File: src/rtl/coin_pkg.sv
// Shared coin codes, coin values and debouncer state encoding for the
// coin acceptor front end.
package coin_pkg;

  localparam logic [1:0] COIN_NONE = 2'b00;
  localparam logic [1:0] COIN_5    = 2'b01;
  localparam logic [1:0] COIN_10   = 2'b10;

  localparam logic [7:0] VAL_5  = 8'd5;
  localparam logic [7:0] VAL_10 = 8'd10;

  typedef enum logic {
    IDLE = 1'b0,
    HELD = 1'b1
  } deb_state_t;

  function automatic logic [7:0] coin_value(input logic [1:0] code);
    case (code)
      COIN_5:  coin_value = VAL_5;
      COIN_10: coin_value = VAL_10;
      default: coin_value = 8'd0;
    endcase
  endfunction

endpackage

File: src/rtl/coin_debounce.sv
// One coin channel: 2-flop synchroniser, press/release debounce FSM and a
// registered single-cycle press strobe per validated insertion.
module coin_debounce
  import coin_pkg::*;
#(
  parameter int DEBOUNCE_CYCLES = 4,
  parameter int CNT_W           = 16
) (
  input  logic clk,
  input  logic rst_n,
  input  logic raw,
  output logic press
);

  localparam logic [CNT_W-1:0] CNT_MAX = CNT_W'(DEBOUNCE_CYCLES);

  logic [1:0]       sync;
  logic             level;
  deb_state_t       state, state_n;
  logic [CNT_W-1:0] cnt, cnt_n;
  logic             press_n;

  assign level = sync[1];

  always_ff @(posedge clk or negedge rst_n) begin
    if (!rst_n) sync <= 2'b00;
    else        sync <= {sync[0], raw};
  end

  always_ff @(posedge clk or negedge rst_n) begin
    if (!rst_n) begin
      state <= IDLE;
      cnt   <= '0;
      press <= 1'b0;
    end else begin
      state <= state_n;
      cnt   <= cnt_n;
      press <= press_n;
    end
  end

  // A full run of N samples validates the level even if the next sample flips.
  always_comb begin
    state_n = state;
    cnt_n   = cnt;
    press_n = 1'b0;
    case (state)
      IDLE: begin
        if (cnt == CNT_MAX) begin
          state_n = HELD;
          cnt_n   = '0;
          press_n = 1'b1;
        end else if (level) begin
          cnt_n = cnt + 1'b1;
        end else begin
          cnt_n = '0;
        end
      end
      HELD: begin
        if (cnt == CNT_MAX) begin
          state_n = IDLE;
          cnt_n   = '0;
        end else if (!level) begin
          cnt_n = cnt + 1'b1;
        end else begin
          cnt_n = '0;
        end
      end
      default: begin
        state_n = IDLE;
        cnt_n   = '0;
      end
    endcase
  end

endmodule

File: src/rtl/coin_acceptor.sv
// Coin acceptor top: two debounced channels, 10c-first arbitration with
// pending flags, accept/reject gating. Optional credit total: COIN_TOTAL_EN.
module coin_acceptor
  import coin_pkg::*;
#(
  parameter int DEBOUNCE_CYCLES = 4,
  parameter int CNT_W           = 16
) (
  input  logic       Clk,
  input  logic       Reset,
  input  logic       Coin5_raw,
  input  logic       Coin10_raw,
  input  logic       Accept_en,
`ifdef COIN_TOTAL_EN
  input  logic       Credit_clr,
  output logic [7:0] Credit,
`endif
  output logic [1:0] D_coin,
  output logic       Reject
);

  logic       press5, press10;
  logic       pend5, pend5_n;
  logic       pend10, pend10_n;
  logic [1:0] emit;
  logic [1:0] d_coin_n;
  logic       reject_n;

  coin_debounce #(.DEBOUNCE_CYCLES(DEBOUNCE_CYCLES), .CNT_W(CNT_W)) u_deb5 (
    .clk   (Clk),
    .rst_n (Reset),
    .raw   (Coin5_raw),
    .press (press5)
  );

  coin_debounce #(.DEBOUNCE_CYCLES(DEBOUNCE_CYCLES), .CNT_W(CNT_W)) u_deb10 (
    .clk   (Clk),
    .rst_n (Reset),
    .raw   (Coin10_raw),
    .press (press10)
  );

  // Pending coins drain before new strobes; any strobe not emitted this
  // cycle is parked in its flag (channel spacing keeps flags from overflowing).
  always_comb begin
    emit     = COIN_NONE;
    pend5_n  = pend5;
    pend10_n = pend10;
    if (pend5) begin
      emit     = COIN_5;
      pend5_n  = press5;
      pend10_n = pend10 | press10;
    end else if (pend10) begin
      emit     = COIN_10;
      pend10_n = press10;
      pend5_n  = press5;
    end else if (press10) begin
      emit    = COIN_10;
      pend5_n = press5;
    end else if (press5) begin
      emit = COIN_5;
    end
    d_coin_n = Accept_en ? emit : COIN_NONE;
    reject_n = !Accept_en && (emit != COIN_NONE);
  end

  always_ff @(posedge Clk or negedge Reset) begin
    if (!Reset) begin
      pend5  <= 1'b0;
      pend10 <= 1'b0;
      D_coin <= COIN_NONE;
      Reject <= 1'b0;
    end else begin
      pend5  <= pend5_n;
      pend10 <= pend10_n;
      D_coin <= d_coin_n;
      Reject <= reject_n;
    end
  end

`ifdef COIN_TOTAL_EN
  logic [8:0] credit_sum;

  assign credit_sum = {1'b0, Credit} + {1'b0, coin_value(D_coin)};

  always_ff @(posedge Clk or negedge Reset) begin
    if (!Reset)               Credit <= 8'd0;
    else if (Credit_clr)      Credit <= 8'd0;
    else if (credit_sum[8])   Credit <= 8'd255;
    else                      Credit <= credit_sum[7:0];
  end
`endif

endmodule
File: config.mk
export PLATFORM = sky130hd
export DESIGN_NAME = coin_acceptor
export DESIGN_NICKNAME = d
export VERILOG_FILES = /design/src/rtl/coin_pkg.sv /design/src/rtl/coin_debounce.sv /design/src/rtl/coin_acceptor.sv
export SDC_FILE = /design/constraint.sdc
export NUM_CORES = 1
export LEC_CHECK = 0
export BUFFER_PORTS_ARGS = -buffer_cell sky130_fd_sc_hd__buf_4
export CELL_PAD_IN_SITES_DETAIL_PLACEMENT = 1
export CELL_PAD_IN_SITES_GLOBAL_PLACEMENT = 1
export CORE_MARGIN = 4
export CORE_UTILIZATION = 43
export CTS_CLUSTER_SIZE = 24
export DETAILED_ROUTE_END_ITERATION = 8
export PLACE_DENSITY_LB_ADDON = 0.1
export REMOVE_ABC_BUFFERS = 1
export SETUP_SLACK_MARGIN = 0.5
export SYNTH_ARGS = -nofsm -noshare
export SYNTH_HDL_FRONTEND = slang
export SYNTH_HIERARCHICAL = 1
export SYNTH_SLANG_ARGS = --single-unit
File: constraint.sdc
create_clock -name Clk -period 1.5 [get_ports Clk]
set_input_delay 0.45 -clock Clk [delete_from_list [all_inputs] [get_ports Clk]]
set_output_delay 0.45 -clock Clk [all_outputs]
set_load 0.02 [all_outputs]
==> results of run 1 <==
## cells in the final DEF, fill, tap and decap left out, types with 2 or more instances in the layout
cell / n
nand3_1: 7
nor4b_1: 2
nor3_1: 3
dfrtp_2: 2
dfrtp_1: 43
a21oi_1: 2
nand2_1: 8
nor2_2: 14
and3_1: 2
nor4_2: 6
nor2_4: 4
nor2_1: 18
inv_2: 4
or3_1: 2
buf_4: 35
and4_4: 4
clkbuf_8: 5
xnor2_1: 15
xor2_1: 12
ha_4: 4
nand4_1: 14
inv_1: 10
or4_1: 2
buf_6: 8
o31ai_1: 2
nor3_2: 2
nand2b_4: 2
nor4b_4: 2
## per-layer routing
metal / track usage / routed length, um
met1: 0.218 / 2280
met2: 0.344 / 3200
met3: 0.0476 / 156
met4: 0.0647 / 211
met5: 0 / 0
## sequential cells by signal, summed over array words and instances, names as in the netlist
register / cells
pend5: 1
u_deb5/state: 1
D_coin: 2
u_deb10/sync: 2
u_deb10/state: 1
u_deb5/press: 1
u_deb10/press: 1
Reject: 1
u_deb10/cnt: 16
u_deb5/cnt: 16
u_deb5/sync: 2
pend10: 1
## final timing paths
path / slack, ns / depth (start not counted) / startpoint / endpoint
min in group Clk: 0.23 / 1 / Coin10_raw / u_deb10/sync[0]
min reg2reg: 0.36 / 0 / u_deb10/sync[0] / u_deb10/sync[1]
max reg2reg: -0.09 / 6 / u_deb10/cnt[0] / u_deb10/cnt[15]
min: 0.11 / 1 / Reset / u_deb5/cnt[13]
max: -0.09 / 6 / u_deb10/cnt[0] / u_deb10/cnt[15]
max in group asynchronous: 0.98 / 1 / Reset / u_deb5/cnt[1]
## power by group
group / internal, uW / leakage [uW] / switching, uW
combinational: 671 / 0.000560 / 636
clock: 336 / 0.0000447 / 453
sequential: 1320 / 0.000608 / 112
total: 2330 / 0.00121 / 1200
## per-stage QoR
step	util	setup TNS, ns	area, um2
6_report	0.609	-1.68	2880
5_1_grt	0.609	-4.08	2880
4_1_cts	0.575	-0.738	2710
3_5_place_dp	0.514	-3.04	2430
3_3_place_gp	0.514	-1.80	2430
2_1_floorplan	-	-1.87	2050
## kinds of logic after synthesis
logic type               synth area share
AO/OA/AOI/OAI                      0.0220
XOR/XNOR                            0.117
adder cells (fa/ha/maj)            0.0410
buffers and inverters              0.0499
flip-flops                          0.535
AND/OR/NAND/NOR                     0.235
## layout make-up
cell class,instances,area (um2),share of cell area
clock inverter,3,25.0,0.00870
tap,67,83.8,0.0291
timing repair buffer,45,398,0.138
inverter,14,52.6,0.0183
multi-input combinational,137,1120,0.390
clock buffer,5,68.8,0.0239
sequential,45,1130,0.392
## timing repair
item                                    CTS  global route
buffers inserted                          4             2
pin swaps                                13            12
resized for setup                        36            31
endpoints found under the setup margin   39            39
gates cloned                              1             1
hold buffers                              0             0
==> flow_metrics.env, run 1 <==
export IMPL_worst_path_max_delay_cell="or4_1"
export IMPL_crit_family="simple AND/OR/NAND/NOR gates"
export IMPL_initial_core_util=0.446
export IMPL_path_cells="buf_4 > buf_4 > and4_4 > nand4_1 > or4_1 > a21oi_1"
export IMPL_setup_viol=32
export IMPL_dr_pass1_iters=4
export IMPL_worstPathRequired_ns=1.75
export IMPL_core_rowCount=25
export IMPL_whs_ns=0.114
export IMPL_synth_distinct_cells=25
export IMPL_cp_arrival_ns=1.84
export IMPL_finalCriticalPeriod_ns=1.59
export IMPL_die_h_um=78.0
export IMPL_clkTransAtPathRegs_ns=0.09
export IMPL_wl_um=5850
export IMPL_cts_tree="built"
export IMPL_routedWlPerCell_um=18.5
export IMPL_violations="setup timing"
export IMPL_fin_cells=316
export IMPL_synth_commonest_cells="dfrtp_1, nor2_1, xnor2_1, inv_1, nand4_1"
export IMPL_ios=8
export IMPL_yosysSeqAreaShare=0.535
export IMPL_grt_pass1_wl_um=8810
export IMPL_grt_pass1_vias=1726
export IMPL_numCtsBuffers=5
export IMPL_cp_num_buf_inv=2
export IMPL_worstMarginPinSlew_ns=0.560
export IMPL_ys_async_sr_fraction=1.00
export IMPL_hold_violations=0
export IMPL_ys_flop_type="dfrtp_1"
export IMPL_finClkSkew_ns=0.0112
export IMPL_rsz0062_at_grt="true"
export IMPL_post_place_ws_ns=-0.158
export IMPL_root_buffer="clkbuf_8"
export IMPL_antenna_found_initial=0
export IMPL_crit_path_start_kind="flip-flop"
export IMPL_vdd_drop_max_uv=581
export IMPL_grt_max_degree=46
export IMPL_clockBufferDepth=2
export IMPL_portBuffers=7
export IMPL_hpwl_um=3360
export IMPL_ys_ff_latch=45
export IMPL_overflow=0
export IMPL_dieArea_um2=6080
export IMPL_grt_usage=0.191
export IMPL_p_leak_uw=0.00121
export IMPL_htree_levels=2
export IMPL_syn2layout_area_growth_pct=36.7
export IMPL_crit_path_max_fanout=3
export IMPL_synth_avg_cell_area_um2=10.4
export IMPL_path_class="reg -> reg"
export IMPL_clock_sinks=45
export IMPL_drc=0
export IMPL_fin_nets=259
export IMPL_ant_nets=0
export IMPL_diodes=0
export IMPL_synth_most_common_cell="dfrtp_1"
export IMPL_syn_instance_count=202
export IMPL_drt_iter0_drc=64
export IMPL_core_area_um2=4720
export IMPL_yosysWarnings=6
export IMPL_maxCapViolations=0
export IMPL_placed_cells=300
export IMPL_slew_violations=0
export IMPL_synth_top_cell_by_area="dfrtp_1"
export IMPL_synth_top_area_share=0.535
export IMPL_outcome="finished, violations left"
export IMPL_layout_worst_path_cycle_share=1.06
export IMPL_die_w_um=78.0
export IMPL_power_density_nw_per_um2=1230
export IMPL_final_setup_worst_slack_ns=-0.0907
export IMPL_hold_class="in -> async"
export IMPL_vias=1684
export IMPL_max_stage_delay_ns=0.43
export IMPL_relSlewSlack=0.627
export IMPL_vias_per_cell=5.33
export IMPL_path_common_cell="buf_4"
export IMPL_drive_above_1_share=0.418
export IMPL_clk_latency_ns=0.32
export IMPL_place_congestion=0.838
export IMPL_synth_edf_count=0
export IMPL_synth_area_top_cells="dfrtp_1, xnor2_1, nor2_1"
export IMPL_syn_area_um2=2100
export IMPL_fmax_ghz=0.629
export IMPL_cp_end_kind="flip-flop"
export IMPL_num_fill_cells=506
export IMPL_power_uw=3530
(Power assumes the default switching activity.)
==> run 2, diff against run 1 <==
--- a/config.mk
+++ b/config.mk
@@ -5,14 +5,14 @@
 export SDC_FILE = /design/constraint.sdc
 export NUM_CORES = 1
 export LEC_CHECK = 0
-export BUFFER_PORTS_ARGS = -buffer_cell sky130_fd_sc_hd__buf_4
+export BUFFER_PORTS_ARGS = -buffer_cell sky130_fd_sc_hd__buf_2
 export CELL_PAD_IN_SITES_DETAIL_PLACEMENT = 1
 export CELL_PAD_IN_SITES_GLOBAL_PLACEMENT = 1
 export CORE_MARGIN = 4
 export CORE_UTILIZATION = 43
 export CTS_CLUSTER_SIZE = 24
 export DETAILED_ROUTE_END_ITERATION = 8
-export PLACE_DENSITY_LB_ADDON = 0.1
+export PLACE_DENSITY_LB_ADDON = 0.12
 export REMOVE_ABC_BUFFERS = 1
 export SETUP_SLACK_MARGIN = 0.5
 export SYNTH_ARGS = -nofsm -noshare
==> run 2 against run 1 <==
Effect of this change:
- the flow still finishes with violations (setup timing)
- register-to-register slack improved by 0.02 ns
- non-clock buffer count grew 2
- global-route usage down 0.11 points
- wire length decreased by 6.2%
- hold slack gained 0.0017 ns
- fmax increased by 1.4%
- sequential share of layout area is 0.44 points lower
- die area unchanged
- clock skew decreased by 0.0054 ns
- cell area rose by 1.3%
==> flow_metrics.env, run 2 (synthesized netlist as in run 1, its figures left out) <==
export IMPL_relSlewSlack=0.785
export IMPL_dr_pass1_iters=4
export IMPL_layout_common_cells="dfrtp_1, buf_4, nand4_1, xnor2_1, nor2_2"
export IMPL_root_buffer="clkbuf_8"
export IMPL_drc=0
export IMPL_clock_sinks=45
export IMPL_swShare=0.342
export IMPL_grt_pass1_vias=1819
export IMPL_path_class="reg -> reg"
export IMPL_crit_family="simple AND/OR/NAND/NOR gates"
export IMPL_vias=1687
export IMPL_die_w_um=78.0
export IMPL_post_place_ws_ns=-0.123
export IMPL_internal_power_uw=2340
export IMPL_core_area_um2=4720
export IMPL_crit_reg2reg_capture="u_deb5/cnt[11]"
export IMPL_p_switching_uw=1210
export IMPL_antenna_found_initial=0
export IMPL_grt_usage=0.189
export IMPL_crit_path_max_fanout=4
export IMPL_r2r_start="u_deb5/cnt[3]"
export IMPL_worstPathRequired_ns=1.69
export IMPL_grt_max_degree=46
export IMPL_hold_class="in -> async"
export IMPL_crit_path_start_kind="flip-flop"
export IMPL_worst_path_max_delay_cell="dfrtp_1"
export IMPL_power_frac_comb=0.390
export IMPL_outcome="finished, violations left"
export IMPL_p_leak_uw=0.00120
export IMPL_violations="setup timing"
export IMPL_setup_viol=32
export IMPL_dieArea_um2=6080
export IMPL_overflow=0
export IMPL_clockPowerShare=0.205
export IMPL_r2r_slack_ns=-0.07
export IMPL_worstMarginPinSlew_ns=0.321
export IMPL_path_common_cell="buf_4"
export IMPL_numCtsBuffers=5
export IMPL_drive_above_1_share=0.446
export IMPL_drt_iter0_drc=76
export IMPL_cp_num_buf_inv=2
export IMPL_hpwl_um=3460
export IMPL_power_share_sequential=0.404
export IMPL_maxCapViolations=0
export IMPL_finClkSkew_ns=0.00580
export IMPL_path_cells="buf_4 > buf_4 > nand4_1 > or3_1 > xor2_1 > nor2_2"
export IMPL_diodes=0
export IMPL_htree_levels=2
export IMPL_fmax_ghz=0.637
export IMPL_largestRegisters="u_deb10/cnt: 16 flops, u_deb5/cnt: 16 flops"
export IMPL_syn2layout_area_growth_pct=38.6
export IMPL_cp_arrival_ns=1.76
export IMPL_ios=8
export IMPL_final_setup_worst_slack_ns=-0.0693
export IMPL_r2r_worst_path_cells=6
export IMPL_rsz0062_at_grt="true"
export IMPL_wl_um=5490
export IMPL_clk_latency_ns=0.30
export IMPL_cts_hold_buffers=0
export IMPL_num_fill_cells=506
export IMPL_clkTransAtPathRegs_ns=0.08
export IMPL_initial_core_util=0.446
export IMPL_routedWlPerCell_um=17.3
export IMPL_vdd_drop_max_uv=801
export IMPL_clockBufferDepth=2
export IMPL_power_density_nw_per_um2=1220
export IMPL_max_stage_delay_ns=0.45
export IMPL_tns_ns=-1.44
export IMPL_die_h_um=78.0
export IMPL_vias_per_cell=5.31
export IMPL_grt_pass1_wl_um=8980
export IMPL_finalCriticalPeriod_ns=1.57
export IMPL_cts_tree="built"
export IMPL_portBuffers=7
export IMPL_cp_end_kind="flip-flop"
export IMPL_final_common_cell="dfrtp_1"
export IMPL_layout_worst_path_cycle_share=1.05
export IMPL_place_congestion=0.820
export IMPL_core_rowCount=25
export IMPL_hold_violations=0
export IMPL_fin_nets=261
export IMPL_slew_violations=0
export IMPL_ant_nets=0
==> run 2: cell count changes in the layout (fill, tap and decap cells not counted), moves of 4 or more <==
cell / before / now
buf_2: 0 / 4
buf_4: 35 / 31
nor2_1: 18 / 12
nor2_4: 4 / 10
==> run 2: layout make-up <==
type / count / area [um2] / area share
Multi-Input combinational cell: 137 / 1140 / 0.393
Sequential cell: 45 / 1130 / 0.388
Timing Repair Buffer: 47 / 422 / 0.145
Tap cell: 67 / 83.8 / 0.0287
Clock buffer: 6 / 72.6 / 0.0249
Inverter: 14 / 52.6 / 0.0180
Clock inverter: 2 / 10.0 / 0.00343
==> run 2: worst max-delay path by stage <==
stage / startpoint / end / slack [ns] / cells past startpoint
3_3_place_gp: u_deb5/cnt[0] / u_deb5/cnt[9] / -0.11 / 7
6_report: u_deb5/cnt[3] / u_deb5/cnt[11] / -0.07 / 6
5_1_grt: u_deb10/cnt[0] / u_deb10/cnt[15] / -0.16 / 5
2_1_floorplan: u_deb10/cnt[0] / u_deb10/cnt[10] / -0.06 / 6
3_5_place_dp: u_deb5/cnt[0] / u_deb5/cnt[14] / -0.12 / 7
4_1_cts: u_deb10/cnt[0] / u_deb10/cnt[10] / -0.04 / 7
==> run 2: per-stage QoR <==
stage	hold slack, ns	utilization	area (um2)	std cells	total power (uW)
after detailed placement	0.339	0.508	2400	299	2210
after global placement	0.338	0.508	2400	299	2150
after global routing	0.111	0.617	2920	318	3810
after CTS	0.116	0.565	2670	312	3250
after floorplan	0.154	-	2050	196	1780
final	0.115	0.617	2920	318	3560
==> run 2: power groups by stage <==
stage / Sequential (uW) / Combinational [uW] / Clock [uW]
2_1_floorplan: 1450 / 336 / 0
3_3_place_gp: 1440 / 709 / 0
3_5_place_dp: 1450 / 757 / 0
4_1_cts: 1420 / 1070 / 756
5_1_grt: 1460 / 1510 / 842
6_report: 1440 / 1390 / 731
==> run 2: worst reg2reg max path, stage by stage (launching register included) <==
cell and delay [ns]:
dfrtp_1 0.45, buf_4 0.15, buf_4 0.10, nand4_1 0.15, or3_1 0.40, xor2_1 0.18
nor2_2 0.05
==> run 2: per-layer routing <==
metal / vias to the layer above / share of wire / track usage
met1: 881 / 0.39 / 0.218
met5: - / 0 / 0
li1: 786 / - / -
met3: 7 / 0.019 / 0.0499
met4: 0 / 0.010 / 0.0420
met2: 13 / 0.58 / 0.350
==> run 2: timing repair <==
action	4_1_cts	5_1_grt
endpoints found under the setup margin	39	39
resized for setup	36	54
pin swaps	12	26
cloned	0	1
buffers inserted	5	5
